**src/rtl/rx_ctrl_pkg.sv**
```systemverilog
// +----------------------------------------------------------------------+
// | rx_ctrl_pkg : shared types and constants for the rx command scheduler |
// | Rev 1.0                                                              |
// +----------------------------------------------------------------------+
`default_nettype none

package rx_ctrl_pkg;

  typedef enum logic [1:0] {
    S_IDLE  = 2'd0,
    S_ISSUE = 2'd1,
    S_WAIT  = 2'd2,
    S_RESP  = 2'd3
  } state_t;

  localparam logic [7:0] RSP_OK     = 8'hAC;
  localparam logic [7:0] RSP_BADMOD = 8'hE1;
  localparam logic [7:0] RSP_TMO    = 8'hE2;

  localparam int FIFO_DEPTH = 4;

  typedef struct packed {
    logic [7:0] mod;
    logic [7:0] addr;
    logic [7:0] data;
  } cmd_t;

endpackage

`default_nettype wire

```
**src/rtl/rx_ctrl_fifo.sv**
```systemverilog
// +----------------------------------------------------------------------+
// | rx_ctrl_fifo : 4-deep synchronous FIFO, push while full is allowed   |
// | when a pop happens in the same cycle.  Rev 1.0                       |
// +----------------------------------------------------------------------+
`default_nettype none

module rx_ctrl_fifo
  import rx_ctrl_pkg::*;
#(
  parameter int WIDTH = 24
) (
  input  logic             clk_sys,
  input  logic             rst_n,
  input  logic             push,
  input  logic [WIDTH-1:0] push_data,
  input  logic             pop,
  output logic [WIDTH-1:0] pop_data,
  output logic             full,
  output logic             empty
);

  localparam int              c_aw   = $clog2(FIFO_DEPTH);
  localparam logic [c_aw-1:0] c_one  = 1;
  localparam logic [c_aw:0]   c_full = (c_aw + 1)'(FIFO_DEPTH);
  localparam logic [c_aw:0]   c_inc  = 1;

  logic [WIDTH-1:0] r_mem [FIFO_DEPTH];
  logic [c_aw-1:0]  r_wr_ptr;
  logic [c_aw-1:0]  r_rd_ptr;
  logic [c_aw:0]    r_count;
  logic             w_rd_en;
  logic             w_wr_en;

  assign empty    = (r_count == '0);
  assign full     = (r_count == c_full);
  assign pop_data = r_mem[r_rd_ptr];
  assign w_rd_en  = pop & ~empty;
  // Fullness is judged after the same-cycle pop frees a slot.
  assign w_wr_en  = push & (~full | w_rd_en);

  always_ff @(posedge clk_sys or negedge rst_n) begin
    if (!rst_n) begin
      for (int i = 0; i < FIFO_DEPTH; i++) r_mem[i] <= '0;
      r_wr_ptr <= '0;
      r_rd_ptr <= '0;
      r_count  <= '0;
    end else begin
      if (w_wr_en) begin
        r_mem[r_wr_ptr] <= push_data;
        r_wr_ptr        <= r_wr_ptr + c_one;
      end
      if (w_rd_en) r_rd_ptr <= r_rd_ptr + c_one;
      case ({w_wr_en, w_rd_en})
        2'b10:   r_count <= r_count + c_inc;
        2'b01:   r_count <= r_count - c_inc;
        default: r_count <= r_count;
      endcase
    end
  end

endmodule

`default_nettype wire

```
**src/rtl/rx_ctrl_sched.sv**
```systemverilog
// +----------------------------------------------------------------------+
// | rx_ctrl_sched : filters decoded commands, queues them and dispatches |
// | one at a time to module ports, returning a status byte each. Rev 1.0 |
// +----------------------------------------------------------------------+
`default_nettype none

module rx_ctrl_sched
  import rx_ctrl_pkg::*;
#(
  parameter logic [7:0]  DEV_ID  = 8'h01,
  parameter int          NUM_MOD = 4,
  parameter logic [15:0] ACK_TMO = 16'd50000
) (
  input  logic               clk_sys,
  input  logic               rst_n,
  input  logic [7:0]         cmdr_dev,
  input  logic [7:0]         cmdr_mod,
  input  logic [7:0]         cmdr_addr,
  input  logic [7:0]         cmdr_data,
  input  logic               cmdr_vld,
  output logic [NUM_MOD-1:0] mod_req,
  output logic [7:0]         mod_addr,
  output logic [7:0]         mod_data,
  input  logic [NUM_MOD-1:0] mod_ack,
  output logic               rsp_vld,
  output logic [7:0]         rsp_code,
  input  logic               rsp_rdy,
  output logic [7:0]         stat_drop
);

  localparam logic [15:0] c_tmo_last = ACK_TMO - 16'd1;
  localparam logic [7:0]  c_num_mod  = 8'(NUM_MOD);

  state_t             r_state;
  cmd_t               r_cur;
  logic [15:0]        r_tmo_cnt;
  cmd_t               w_cmd_in;
  cmd_t               w_head;
  logic               w_push;
  logic               w_pop;
  logic               w_full;
  logic               w_empty;
  logic               w_mod_ok;
  logic               w_ack;
  logic [NUM_MOD-1:0] w_sel;

  assign w_cmd_in = {cmdr_mod, cmdr_addr, cmdr_data};
  assign w_push   = cmdr_vld & (cmdr_dev == DEV_ID);
  assign w_pop    = (r_state == S_IDLE) & ~w_empty;
  assign w_mod_ok = (r_cur.mod < c_num_mod);

  generate
    for (genvar i = 0; i < NUM_MOD; i++) begin : g_sel
      assign w_sel[i] = (r_cur.mod == 8'(i));
    end
  endgenerate

  // Only the ack of the module being served counts.
  assign w_ack = |(mod_ack & w_sel);

  rx_ctrl_fifo #(
    .WIDTH($bits(cmd_t))
  ) u_fifo (
    .clk_sys   (clk_sys),
    .rst_n     (rst_n),
    .push      (w_push),
    .push_data (w_cmd_in),
    .pop       (w_pop),
    .pop_data  (w_head),
    .full      (w_full),
    .empty     (w_empty)
  );

  always_ff @(posedge clk_sys or negedge rst_n) begin
    if (!rst_n) begin
      stat_drop <= '0;
    end else if (w_push && w_full && !w_pop && (stat_drop != 8'hFF)) begin
      stat_drop <= stat_drop + 8'd1;
    end
  end

  always_ff @(posedge clk_sys or negedge rst_n) begin
    if (!rst_n) begin
      r_state   <= S_IDLE;
      r_cur     <= '0;
      r_tmo_cnt <= '0;
      mod_req   <= '0;
      mod_addr  <= '0;
      mod_data  <= '0;
      rsp_vld   <= 1'b0;
      rsp_code  <= '0;
    end else begin
      case (r_state)
        S_IDLE: begin
          if (!w_empty) begin
            r_cur   <= w_head;
            r_state <= S_ISSUE;
          end
        end
        S_ISSUE: begin
          if (w_mod_ok) begin
            mod_req   <= w_sel;
            mod_addr  <= r_cur.addr;
            mod_data  <= r_cur.data;
            r_tmo_cnt <= '0;
            r_state   <= S_WAIT;
          end else begin
            rsp_vld  <= 1'b1;
            rsp_code <= RSP_BADMOD;
            r_state  <= S_RESP;
          end
        end
        S_WAIT: begin
          // An ack on the last counted cycle beats the timeout.
          if (w_ack) begin
            mod_req  <= '0;
            rsp_vld  <= 1'b1;
            rsp_code <= RSP_OK;
            r_state  <= S_RESP;
          end else if (r_tmo_cnt == c_tmo_last) begin
            mod_req  <= '0;
            rsp_vld  <= 1'b1;
            rsp_code <= RSP_TMO;
            r_state  <= S_RESP;
          end else begin
            r_tmo_cnt <= r_tmo_cnt + 16'd1;
          end
        end
        S_RESP: begin
          if (rsp_rdy) begin
            rsp_vld <= 1'b0;
            r_state <= S_IDLE;
          end
        end
        default: r_state <= S_IDLE;
      endcase
    end
  end

endmodule

`default_nettype wire

```
**config.mk**
```make
export PLATFORM = sky130hd
export DESIGN_NAME = rx_ctrl_sched
export DESIGN_NICKNAME = d
export VERILOG_FILES = /design/src/rtl/rx_ctrl_pkg.sv /design/src/rtl/rx_ctrl_fifo.sv /design/src/rtl/rx_ctrl_sched.sv
export SDC_FILE = /design/constraint.sdc
export NUM_CORES = 1
export LEC_CHECK = 0
export BUFFER_PORTS_ARGS = -buffer_cell sky130_fd_sc_hd__buf_2
export CORE_ASPECT_RATIO = 1.75
export CORE_UTILIZATION = 45
export DETAILED_ROUTE_END_ITERATION = 6
export MAX_ROUTING_LAYER = met4
export PLACE_DENSITY = 0.6
export SYNTH_ARGS = -nofsm -noshare
export SYNTH_HDL_FRONTEND = slang
export SYNTH_SLANG_ARGS = --single-unit
```
**constraint.sdc**
```tcl
create_clock -name clk_sys -period 4.2 [get_ports clk_sys]
set_clock_uncertainty 0.1 [all_clocks]
set_input_delay 0.21 -clock clk_sys [delete_from_list [all_inputs] [get_ports clk_sys]]
set_output_delay 0.21 -clock clk_sys [all_outputs]
set_load 0.005 [all_outputs]
```
After elaboration in Yosys (flattened, before gate mapping)
Cells that the tools add are included.
- register bits after elaboration: 182
- bits of input ports: 40
- output and inout port bits: 37
- logic and storage cells: 106
- add/sub/neg operators: 6
- order comparisons: 4
- eq/ne operators: 19
- muxes and demuxes: 30
- bitwise operators: 10
- reduce and logical (&&, ||, !) cells: 19
- operator list (kind ; number):
    96-bit bitwise mux ; 1
    24-bit two-way mux ; 3
    24-bit binary-select mux with 2-bit select ; 1
    24-bit demux with 2-bit select ; 1
    16-bit two-way mux ; 3
    16-bit one-hot mux with 2 select lines ; 1
    8-bit two-way mux ; 3
    16-bit by 1-bit adder with 16-bit output, second input constant ; 1
    16-bit == test, second input constant ; 1
    8-bit by 1-bit == test with 1-bit output, second input constant ; 2
    8-bit by 2-bit == test with 1-bit output, second input constant ; 2
    8-bit one-hot mux with 2 select lines ; 1
    4-bit two-way mux ; 3
    2-bit != test, second input constant ; 6
    3-bit AND reduction ; 3
    8-bit by 1-bit adder with 8-bit output, second input constant ; 1
    8-bit logical NOT ; 1
    8-bit by 3-bit < comparator with 1-bit output, second input constant ; 1
    2-bit two-way mux ; 4
    8-bit != test, second input constant ; 1
    2-bit one-hot mux with 4 select lines ; 1
    4-bit one-hot mux with 2 select lines ; 1
    4-bit AND reduction ; 2
    2-bit == test, second input constant ; 3
    other kinds (24) ; 41

Logic depth before layout (Yosys ltp)
Gate-level depths: netlist (run 1).
- depth in word-level cells: 8
- depth in mapped cells: 12
- depth with buffers taken out: 11

By module
Synthesis (run 1) repeated with hierarchy kept, for this count alone.
- cells, all modules: 612
- area total of the unflattened synthesis: 8186.6 um^2
- modules (own cells, without submodules) (module ; times used ; cells an instance ; area each (um^2) ; sequential area each (um^2)):
    rx_ctrl_fifo ; 1 ; 271 ; 4588.2 ; 2577.5
    rx_ctrl_sched ; 1 ; 341 ; 3598.5 ; 1901.8

Worst setup path before layout (run 1)
No wires, ideal clock.
- path type: register to register
- start: register r_state[0]
- end: register u_fifo.r_count[2]
- setup time: 0.079 ns
- arrival: 2.645 ns
- required time: 4.021 ns
- slack: 1.376 ns
- stages on the path, launching flop included: 13
- path buffers: 1
- period minus slack after synthesis: 2.824 ns
- cells stage by stage: dfrtp_1 > inv_1 > ha_1 > or4b_2 > nor2b_1 > clkbuf_1 > inv_1 > ha_1 > inv_1 > fa_1 > xor2_1 > nor2_1 > xor2_1
- word-level cells in the longest chain between the ends: 7
- elaborated cells on any way between the ends: 9
- classes of those cells: eq/ne: 2; mux: 1; bitwise: 4; reduce/logical: 2
- ends and longest elaborated chain (item ; RTL line ; RTL):
    start, declared ; rx_ctrl_sched.sv:34 ; state_t r_state;
    start signal, assigned ; rx_ctrl_sched.sv:84 ; r_state <= S_IDLE;
    start signal, assigned ; rx_ctrl_sched.sv:97 ; r_state <= S_ISSUE;
    start signal, assigned ; rx_ctrl_sched.sv:106 ; r_state <= S_WAIT;
    2-bit logical NOT (*) ; rx_ctrl_sched.sv:49 ; assign w_pop = (r_state == S_IDLE) & ~w_empty;
    1-bit AND (*) ; rx_ctrl_sched.sv:49 ;
    1-bit AND (*) ; rx_ctrl_fifo.sv:37 ; assign w_rd_en = pop & ~empty;
    1-bit OR ; rx_ctrl_fifo.sv:39 ; assign w_wr_en = push & (~full | w_rd_en);
    1-bit AND ; rx_ctrl_fifo.sv:39 ;
    2-bit by 1-bit == test with 1-bit output / 2-bit == test (equally long branches) ; rx_ctrl_fifo.sv:53 ; case ({w_wr_en, w_rd_en})
    3-bit one-hot mux with 2 select lines / 2-bit nonzero test (equally long branches) ; n/a ;
    end signal, assigned ; rx_ctrl_fifo.sv:54 ; 2'b10: r_count <= r_count + c_inc;
    end signal, assigned ; rx_ctrl_fifo.sv:55 ; 2'b01: r_count <= r_count - c_inc;
    end signal, assigned ; rx_ctrl_fifo.sv:56 ; default: r_count <= r_count;
    end, declared ; rx_ctrl_fifo.sv:30 ; logic [c_aw:0] r_count;
Every way passes the cells marked *; elsewhere a longest branch is shown, timed or not.
A chain may end at the register's enable or synchronous reset.

Worst setup path in the final report (run 1)
- start: register r_state[0]
- end: register u_fifo.r_mem[77] (netlist bit)
- word-level cells in the longest chain between the ends: 5
- ends and longest elaborated chain (item ; RTL line ; RTL):
    2-bit logical NOT ; rx_ctrl_sched.sv:49 ;
    1-bit AND ; rx_ctrl_sched.sv:49 ;
    1-bit AND ; rx_ctrl_fifo.sv:37 ;
    1-bit OR ; rx_ctrl_fifo.sv:39 ;
    1-bit AND ; rx_ctrl_fifo.sv:39 ;
    end signal, assigned by index ; rx_ctrl_fifo.sv:49 ; r_mem[r_wr_ptr] <= push_data;
    end, declared ; rx_ctrl_fifo.sv:27 ; logic [WIDTH-1:0] r_mem [FIFO_DEPTH];
Every way passes these cells.

==> impl_results.md, run 1 <==
- Status: completed
- Gr busiest metal: met2
- Syn_nets: around 650
- Nets@finish: between 700 and 800
- Setup slack after layout: approximately 1.1 ns
- Final Hold Vio Count: 0
- CP Class: reg -> reg
- VDD IR max: approximately 240 uV
- Pint: approximately 3200 uW
- Via/cell ratio: roughly 5.5
- Vias in the first global route: 5426
- Tot GR Track Use: 0.212
- Post-Syn Area per Cell: 13.5 sq um
- Worst-path fanout max: 15
- Tmin final: just over 3 ns
- Primary FF master, synth: dfrtp_1
- IO buf count: between 70 and 80
- Leak Pwr: 0.00481 uW
- Worst slew pin tran: between 1 and 1.5 ns
- GR Util met1: 0.253
- R2R Path Start: r_state[0]
- Sequential cell area: around 4500 sq um
- # DRC: 0
- Met2 Usage GRT: 0.354
- Area added between synthesis and finish: 18.4%
- Die width: between 100 and 150 um
- CTS tree: yes
- Clock slew seen by the registers of the worst setup and hold paths: ~0.070 ns
- GRT overflow: 0
- CTS Root Cell: clkbuf_16
- Netlist Area Pre-Place: 8100 sq um
- Worst EP required: about 4.4 ns
- Inserted Clock Buffers: 17
- Max Slew Vio Count: 0
- Antenna cells: 0
- Worst EP arrival: roughly 3.3 ns
- Netlist cell types: between 50 and 60
- Synth warn: 0
- Logic pwr share: 0.239
- Synthesized flop and latch total: 179
- # fillers: between 1000 and 1500
- PwrDens: 499 nW/um^2
- Net Sw Frac: 0.323
- Vias post-DR: slightly above 5000
- Starting Density: 0.462
- Most frequent cells in the layout: dfrtp_1 (178), mux2_2 (124), nand2_1 (74), buf_2 (74)
- Largest net degree at the start of global routing: about 120
- Die Area: about 19000 sq um
- Row count: 64
- Die Y: around 180 um
- Hold Path Class: in -> reg
- H-tree levels: 4
- Crit path capture type: flop
- Cells along the critical path: inv_1, ha_1, or4b_2, nor2b_1, nand2_1, buf_4, mux2_2
- Psw: around 1500 uW
- Clock sinks: around 180
- Layout cells sized above 1: 0.393
- Slew margin rel.: 0.271
- Hold Path Origin: rsp_rdy
- Max frequency: approximately 320 MHz
- Max Cap Viol: 0
- DP HPWL: 11.7 mm
- FFs w/ async S/R, synth: 1.00
- First-pass DRT Iterations: 6
- Post-cts resize count: 0
- Clock network power share: 0.333
- Mapped Cells: 600
- Seq/Total Area, Yosys: 0.553
- Multi-input gate area: 3440 sq um
- CP Launch Type: flop
- Critical path origin: r_state[0]
- Placeable Area: about 18000 sq um
- Initial antenna violation count: 0
- EDFF count, synth: 0
- Gpl congestion: about 0.76
- Met3 track demand over resource: 0.0377
- Final setup fails: 0
- Post-Route Setup TNS: 0 ns
- Remaining antenna violation count after routing: 0
- Period Utilization, post-route: 0.738
- CP max stage delay: 0.67 ns
- Sequential power share: 0.428
- Clock Latency Late Sink: about 0.43 ns
- CP max stage cell: or4b_2
- Worst slack at placement: 1.12 ns
- First-pass GRT wire length: about 29 mm
- Commonest non-fill, non-tap cell in the layout: dfrtp_1
- I/O pin cnt: 77
- Wire per inst: around 18 um
- RSZ-0062 raised after global routing: false
- Initial drt markers: roughly 220
- CTS Buffer Depth: 2
- WL final: ~17 mm
cell usage after synthesis, types with 4 or more instances:
cell / number / area, sq um
dfrtp_1: 179 / 4480
mux2_2: 124 / 1400
nand2_1: 74 / 278
mux4_2: 25 / 563
clkbuf_1: 15 / 56.3
ha_1: 12 / 150
nor2_1: 12 / 45.0
o21ai_0: 12 / 60.1
inv_1: 11 / 41.3
nand4_1: 11 / 68.8
buf_2: 10 / 50.1
xnor2_1: 10 / 87.6
a22o_1: 9 / 78.8
and3_1: 9 / 56.3
nand3_1: 9 / 45.0
nand2b_1: 4 / 25.0
nor2b_1: 4 / 25.0
nor3b_1: 4 / 30.0
cell families (layout without fill, tap and decap cells):
kind of cell               Yosys count  in the layout  share of synthesized area
adders and majority gates           13             13                     0.0210
DFF                                179            179                      0.553
AOI/OAI and AO/OA                   50             50                     0.0471
buffers and inverters               43            155                     0.0229
xor gates and xnor gates            13             13                     0.0141
and+or+nand+nor                    148            148                     0.0935
muxes                              153            153                      0.248
other                                1              1                   0.000463
state kept, by name, indices dropped and copies added, names as in the netlist, 3 cells and up:
name,flops
mod_addr,8
mod_data,8
mod_req,4
r_cur,24
r_tmo_cnt,16
rsp_code,5
stat_drop,8
u_fifo.r_count,3
u_fifo.r_mem,96
power by group through the flow:
stage                     clock, uW  sequential (uW)  combinational [uW]
final                          1590             2050                1140
after global routing           1700             2080                1270
after CTS                      1630             2050                1160
after detailed placement          0             2090                1130
after global placement            0             2080                1090
after floorplan                   0             1940                 880
final cells by class:
class	count	area share
clock inverters	13	0.0155
clock buffers	19	0.0462
multi-input cells	378	0.359
repair buffers	111	0.0772
flip-flops and latches	179	0.468
inverters	12	0.00470
well taps	231	0.0302
routing by layer:
| metal | wire [um] | vias to the layer above | part of all wire |
|---|---|---|---|
| met5 | 0 | - | 0 |
| met4 | 389 | 0 | 0.023 |
| met3 | 444 | 28 | 0.026 |
| met2 | 9310 | 89 | 0.54 |
| met1 | 7120 | 2684 | 0.41 |
| li1 | - | 2378 | - |
repair_timing:
item,in CTS,in global routing
endpoints found under the setup margin,0,0
hold buffers,25,0
setup buffers,0,0
hold endpoints to repair,209,0
final timing paths:
kind	to	slack, ns	depth (start not counted)
max in group asynchronous	u_fifo.r_mem[8]	2.59	3
worst max-delay path	u_fifo.r_mem[77]	1.10	7
worst max register to register	u_fifo.r_mem[77]	1.10	7
worst min-delay path	rsp_vld	0.06	4
min in group asynchronous	u_fifo.r_mem[53]	0.39	2
worst min register to register	mod_data[1]	0.36	2
critical path, delay by kind of cell (launching register included):
kind                       cells  cell delay [ns]
adders and majority gates      1             0.25
and+or+nand+nor                3             1.37
muxes                          1             0.37
buffers and inverters          2             0.49
DFF                            1             0.40
stage by stage:
step / util / hold WS (ns) / power (uW) / cell area, sq um / instances
4_1_cts: 0.546 / 0.0293 / 4840 / 9580 / 943
5_1_grt: 0.546 / 0.0665 / 5050 / 9580 / 943
2_1_floorplan: - / -0.186 / 2820 / 8100 / 600
6_report: 0.546 / 0.0566 / 4780 / 9580 / 943
3_5_place_dp: 0.498 / 0.336 / 3220 / 8740 / 886
3_3_place_gp: 0.498 / 0.329 / 3170 / 8740 / 886
(Power assumes the default switching activity.)
==> run 2: changes to the inputs <==
Settings changed: ABC_AREA set to 1, PLACE_DENSITY 0.6 to 0.63.
Clock period 4.2 ns to 2.6 ns, I/O delays scaled along.
==> run 2 against run 1 <==
Effect of this change:
- power grew 88%
- cell count increased by 43%
- sequential power grew 71%
- first-iteration DRC count grew 89%
- via count rose by 31%
- combinational power rose by 130%
- synthesized cell count increased by 69%
- register-to-register slack got worse by 0.85 ns
- maximum frequency rose by 32%
- clock power is 77% higher
- sequential cell count unchanged
- critical path depth is 4 higher
==> impl_results.md, run 2 <==
- Worst EP required: 2.80 ns (-1.61 ns)
- Initial antenna violation count: 0 (unchanged)
- Netlist cell types: 37 (-35%)
- Biggest regs: u_fifo.r_mem (96), r_cur (24), r_tmo_cnt (16)
- Tot GR Track Use: 0.224 (+0.0120)
- CP max stage delay: 0.41 ns (-0.26 ns)
- DP HPWL: 13.1 mm (+12%)
- IO buf count: 75 (unchanged)
- Final cell count without fillers: 1352 (+43%)
- Hold Path Origin: cmdr_dev[7]
- Primary FF master, synth: dfrtp_1
- Wire per inst: 14.7 um (-20%)
- Post-cts resize count: 0 (unchanged)
- Nets@finish: 1154 (+53%)
- Hold path cells: 5 (+1)
- GRT overflow: 0 (unchanged)
- Worst-path fanout max: 6 (-9)
- Seq/Total Area, Yosys: 0.521 (-0.0324)
- CP Depth: 11 (+4)
- Post-synthesis compound-gate area fraction: 0.159 (+0.112)
- Die Area: 19700 sq um (+6.1%)
- Vias post-DR: 6780 (+31%)
- CP Class: reg -> reg
- Max frequency: 426 MHz (+32%)
- EDFF count, synth: 0 (unchanged)
- Sequential cell area: 4480 sq um (unchanged)
- Most frequent cells after synthesis: nand2_1 (293), dfrtp_1 (179), o21ai_0 (129)
- CTS Buffer Depth: 2 (unchanged)
- Layout cells sized above 1: 0.150 (-0.243)
- Syn_nets: 1067 (+63%)
- Starting Density: 0.461 (-0.000835)
- Final Hold Vio Count: 0 (unchanged)
- Post-Syn Area per Cell: 8.48 sq um (-37%)
- R2R depth: 11 (+4)
- Mapped Cells: 1014 (+69%)
- First-pass DRT Iterations: 5 (-1)
- Worst EP arrival: 2.55 ns (-0.76 ns)
- Synthesized flop and latch total: 179 (unchanged)
- Final setup fails: 0 (unchanged)
- CP Launch Type: flop
- FFs w/ async S/R, synth: 1.00 (unchanged)
- CTS tree: yes
- WL final: 19.8 mm (+15%)
- Multi-input gate area: 3420 sq um (-0.40%)
- Max Slew Vio Count: 0 (unchanged)
- Most flops, register: u_fifo.r_mem
- Clock slew seen by the registers of the worst setup and hold paths: 0.07 ns (about the same)
- Largest family of logic cells by synthesized area: simple AND/OR/NAND/NOR gates
- # fillers: 1805 (+22%)
- Worst slack at placement: 0.255 ns (-0.863 ns)
- Remaining antenna violation count after routing: 0 (unchanged)
- Max Cap Viol: 0 (unchanged)
- Via/cell ratio: 5.01 (-8.7%)
- Period Utilization, post-route: 0.903 (+0.165)
- Post-Synth Simple-Gate Area: 0.200 (+0.107)
- Setup slack after layout: 0.252 ns (-0.848 ns)
- Reg2Reg Setup Slack: 0.25 ns (-0.85 ns)
- End of the worst register-to-register path: u_fifo.r_count[2]
- Die width: 107 um (+3.0%)
- WP buf/inv: 2 (unchanged)
- Row count: 66 (+3.1%)
- Cells along the critical path: inv_1, ha_1, nand2_2, nand3_2, nand3_4, ha_1, inv_1, fa_1, a21oi_1, o21ai_0, xor2_1
- Worst slew pin tran: 0.714 ns (-0.379 ns)
- Leak Pwr: 0.00504 uW (+4.7%)
- Crit path max-delay family: adder cells
- Crit path capture type: flop
- Clock Latency Late Sink: 0.43 ns (about the same)
- Synth warn: 0 (unchanged)
- Antenna cells: 0 (unchanged)
- H-tree levels: 4 (unchanged)
- Adder-cell share of the synthesized area: 0.0198 (-0.00123)
- Commonest non-fill, non-tap cell in the layout: nand2_1
- Initial drt markers: 424 (+89%)
- Most frequent cells in the layout: nand2_1 (293), dfrtp_1 (178), o21ai_0 (129)
- Setup crit end: u_fifo.r_count[2]
- Status: completed
- Largest net degree at the start of global routing: 66 (-43%)
- CP max stage cell: dfrtp_1
- Mux contribution to synthesized area: 0 (-0.248)
- Critical path origin: r_state[0]
- Tmin final: 2.35 ns (-0.752 ns)
- First-pass GRT wire length: 33.4 mm (+16%)
- Clock sinks: 179 (unchanged)
- I/O pin cnt: 77 (unchanged)
- Max FFs per register: 96 (unchanged)
- Hold Path Class: in -> reg
- Largest cells by area after synthesis: dfrtp_1 (52%), nand2_1 (13%), o21ai_0 (7.5%), inv_1 (4.0%), nor2_1 (2.9%)
- Count leader, synth: nand2_1
- Placed Cells: 1294 (+46%)
- Top cell type's share of synthesized area: 0.521 (-0.0324)
- Post-DP Area: 9100 sq um (+4.1%)
- Post-Route Setup TNS: 0 ns (unchanged)
- Gpl congestion: 0.824 (+8.2%)
- Placeable Area: 18700 sq um (+6.4%)
- Post-Synth XOR/XNOR Area: 0.0183 (+0.00427)
- PwrDens: 898 nW/um^2 (+80%)
- Final Cell Area: 10000 sq um (+4.4%)
- R2R Path Start: r_state[0]
- Die Y: 185 um (+3.0%)
- # DRC: 0 (unchanged)
- Slew margin rel.: 0.524 (+0.253)
- Post-synth top area cell: dfrtp_1
- RSZ-0062 raised after global routing: false
- VDD IR max: 552 uV (+130%)
- Netlist Area Pre-Place: 8600 sq um (+6.2%)
- Area added between synthesis and finish: 16.4%
- CTS Root Cell: clkbuf_16
- Vias in the first global route: 6711 (+24%)
- Inserted Clock Buffers: 17 (unchanged)
==> run 2: cell types whose count changed in the layout (fill, tap and decap cells not counted), moves of 22 or more <==
cell	change
a21oi_1	+44
a31oi_1	+22
inv_1	+80
mux2_2	-124
mux4_2	-25
nand2_1	+219
nor2_1	+54
o21ai_0	+117
o21ai_2	+22
==> run 2: worst min path at each step <==
stage | endpoint | slack (ns)
2_1_floorplan | mod_addr[0] | -0.27
3_3_place_gp | stat_drop[3] | 0.07
3_5_place_dp | stat_drop[3] | 0.07
4_1_cts | u_fifo.r_mem[72] | 0.03
5_1_grt | u_fifo.r_mem[72] | 0.05
6_report | u_fifo.r_mem[72] | 0.04
==> run 2: area by class of cell <==
type,instances,share of cell area
inverters,94,0.0353
repair buffers,121,0.0804
well taps,238,0.0298
flip-flops and latches,179,0.448
clock buffers,19,0.0443
clock inverters,13,0.0206
multi-input cells,688,0.342
==> run 2: where the power goes <==
group	switching [uW]	internal, uW
clock	1090	1730
combinational	1750	898
sequential	290	3220
==> run 2: what timing repair did <==
action                                 4_1_cts  5_1_grt
buffers inserted                             0        0
endpoints found under the hold margin      158        0
hold buffers                                26        0
==> run 2: logic make-up (layout without fill, tap and decap cells) <==
| logic type | after synthesis | after routing |
|---|---|---|
| other cells | 1 | 1 |
| fa+ha+maj | 13 | 13 |
| simple gates | 411 | 411 |
| xor+xnor | 18 | 18 |
| buf+inv | 147 | 247 |
| flops | 179 | 179 |
| compound gates | 245 | 245 |
==> run 2: metrics by stage <==
step           hold WS, ns  power, uW  utilization
3_5_place_dp        0.0657       6190        0.488
5_1_grt             0.0541       9570        0.536
2_1_floorplan       -0.266       5380            -
3_3_place_gp        0.0657       6130        0.488
4_1_cts             0.0293       9060        0.536
6_report            0.0376       8990        0.536
==> run 2: tightest hold or removal path, stage by stage <==
cell     delay (ns)
buf_2          0.08
nor3_2         0.05
nand3_4        0.11
o21ai_0        0.09
nand2_1        0.06
==> run 2: routing by layer <==
metal | global-route usage | vias to the layer above | share of wire
met5 | - | - | 0
met4 | 0.0805 | 0 | 0.018
met3 | 0.0274 | 16 | 0.019
met2 | 0.405 | 82 | 0.54
met1 | 0.254 | 3241 | 0.43
li1 | - | 3441 | -
==> run 3: changes to the inputs <==
Settings changed: RECOVER_POWER set to 25.
==> run 3 against run 2 <==
Effect of this change:
- core utilization down 0.10 points
- cell area fell by 0.19%
- sequential cell count did not move
- the flow now finishes with violations (capacitance limit, slew limit)
- cell count stayed put
- critical endpoint unchanged
- critical path depth stayed put
- die area is the same
==> impl_results.md, run 3 (synthesis results as in run 2) <==
- Row count: 66 (unchanged)
- Inserted Clock Buffers: 17 (unchanged)
- Final Cell Area: 9990 sq um (-0.19%)
- Failing checks: capacitance limit, slew limit
- Worst-path fanout max: 6 (unchanged)
- CP Launch Type: flop
- Most flops, register: u_fifo.r_mem
- H-tree levels: 4 (unchanged)
- CP Class: reg -> reg
- Remaining antenna violation count after routing: 0 (unchanged)
- Leak Pwr: 0.00500 uW (-0.74%)
- Die Area: 19700 sq um (unchanged)
- Setup Buffers After CTS: 0 (unchanged)
- Starting Density: 0.461 (unchanged)
- IO buf count: 75 (unchanged)
- Setup slack after layout: 0.253 ns (+0.000376 ns)
- Worst slew pin tran: 1.66 ns (+0.941 ns)
- CTS Root Cell: clkbuf_16
- PwrDens: 897 nW/um^2 (about the same)
- I/O pin cnt: 77 (unchanged)
- Vias in the first global route: 6711 (unchanged)
- Initial drt markers: 350 (-17%)
- Antenna cells: 0 (unchanged)
- Initial antenna violation count: 0 (unchanged)
- Worst EP arrival: 2.55 ns (about the same)
- DP HPWL: 13.1 mm (unchanged)
- Multi-input gate area: 3420 sq um (unchanged)
- Biggest regs: u_fifo.r_mem (96), r_cur (24), r_tmo_cnt (16)
- Placeable Area: 18700 sq um (unchanged)
- WL final: 19.8 mm (about the same)
- Most frequent cells in the layout: nand2_1 (293), dfrtp_1 (178), o21ai_0 (129)
- Wire per inst: 14.7 um (about the same)
- Status: complete, but fails checks
- Max Slew Vio Count: 65 (+65)
- Post-Route Setup TNS: 0 ns (unchanged)
- Crit path capture type: flop
- Via/cell ratio: 5.01 (-0.18%)
- Area added between synthesis and finish: 16.2%
- Final Hold Vio Count: 0 (unchanged)
- # fillers: 1810 (+0.28%)
- Commonest non-fill, non-tap cell in the layout: nand2_1
- CTS Buffer Depth: 2 (unchanged)
- CTS tree: yes
- Largest net degree at the start of global routing: 66 (unchanged)
- Die width: 107 um (unchanged)
- Clock Latency Late Sink: 0.43 ns (about the same)
- Clock sinks: 179 (unchanged)
- RSZ-0062 raised after global routing: false
- First-pass GRT wire length: 33.4 mm (unchanged)
- Post-DP Area: 9100 sq um (unchanged)
- Tmin final: 2.35 ns (-0.000376 ns)
- Period Utilization, post-route: 0.903 (about the same)
- Final setup fails: 0 (unchanged)
- Vias post-DR: 6768 (-0.18%)
- Tot GR Track Use: 0.224 (unchanged)
- Hold Path Class: in -> reg
- Slew margin rel.: -0.103 (-0.628)
- Clock slew seen by the registers of the worst setup and hold paths: 0.07 ns (about the same)
- Worst EP required: 2.80 ns (about the same)
- Hold_ws: 0.0351 ns (-0.00251 ns)
- Layout cells sized above 1: 0.143 (-0.00718)
- Max FFs per register: 96 (unchanged)
- First-pass DRT Iterations: 4 (-1)
- Worst slack at placement: 0.255 ns (unchanged)
- Max Cap Viol: 1 (+1)
- Max frequency: 426 MHz (about the same)
- Sequential cell area: 4480 sq um (unchanged)
- Die Y: 185 um (unchanged)
- VDD IR max: 549 uV (-0.39%)
- # DRC: 0 (unchanged)
- Gpl congestion: 0.824 (unchanged)
- Nets@finish: 1154 (unchanged)
- GRT overflow: 0 (unchanged)
-- run 3: worst paths after layout --
check                            start  slack (ns)                 to  depth (start not counted)
setup / recovery            r_state[0]        0.25  u_fifo.r_count[2]                         11
setup reg to reg            r_state[0]        0.25  u_fifo.r_count[2]                         11
hold reg to reg            mod_data[2]        0.36        mod_data[2]                          2
hold / removal             cmdr_dev[7]        0.04   u_fifo.r_mem[72]                          5
min in group asynchronous        rst_n        0.57       stat_drop[3]                          2
max in group asynchronous        rst_n        0.58   u_fifo.r_mem[57]                          3
-- run 3: metrics by stage --
stage | utilization | cells | power, uW
3_5_place_dp | 0.488 | 1294 | 6190
4_1_cts | 0.536 | 1352 | 9060
2_1_floorplan | - | 1014 | 5380
3_3_place_gp | 0.488 | 1294 | 6130
5_1_grt | 0.535 | 1352 | 9570
6_report | 0.535 | 1352 | 8960
-- run 3: worst max-delay path, cell delays in order (launching register included) --
cell and delay, ns:
dfrtp_1 0.41, inv_1 0.11, ha_1 0.23, nand2_2 0.12
nand3_2 0.11, nand3_4 0.15, ha_1 0.16, inv_1 0.06
fa_1 0.37, a21oi_1 0.14, o21ai_0 0.11, xor2_1 0.15
-- run 3: final cells by class --
cell class	count	area share
inverters	94	0.0353
repair buffers	121	0.0787
multi-input cells	688	0.343
well taps	238	0.0298
flip-flops and latches	179	0.449
clock buffers	19	0.0443
clock inverters	13	0.0207
-- run 3: report_power, final --
part           internal [uW]  leakage, uW  switching [uW]  total, uW
combinational            889      0.00256            1740       2630
sequential              3220      0.00213             289       3510
clock                   1730     0.000313            1090       2820
total                   5840      0.00500            3120       8960
-- run 3: layer usage --
layer,vias up,wire length [um],part of all wire,global-route usage
li1,3440,-,-,-
met1,3203,8210,0.41,0.254
met2,109,10800,0.54,0.405
met3,16,513,0.026,0.0274
met4,0,346,0.017,0.0805
met5,-,0,0,-
-- run 3: what timing repair did --
| item | CTS | global route |
|---|---|---|
| endpoints found under the hold margin | 158 | 0 |
| gates resized for setup | 0 | 0 |
| hold buffers | 26 | 0 |
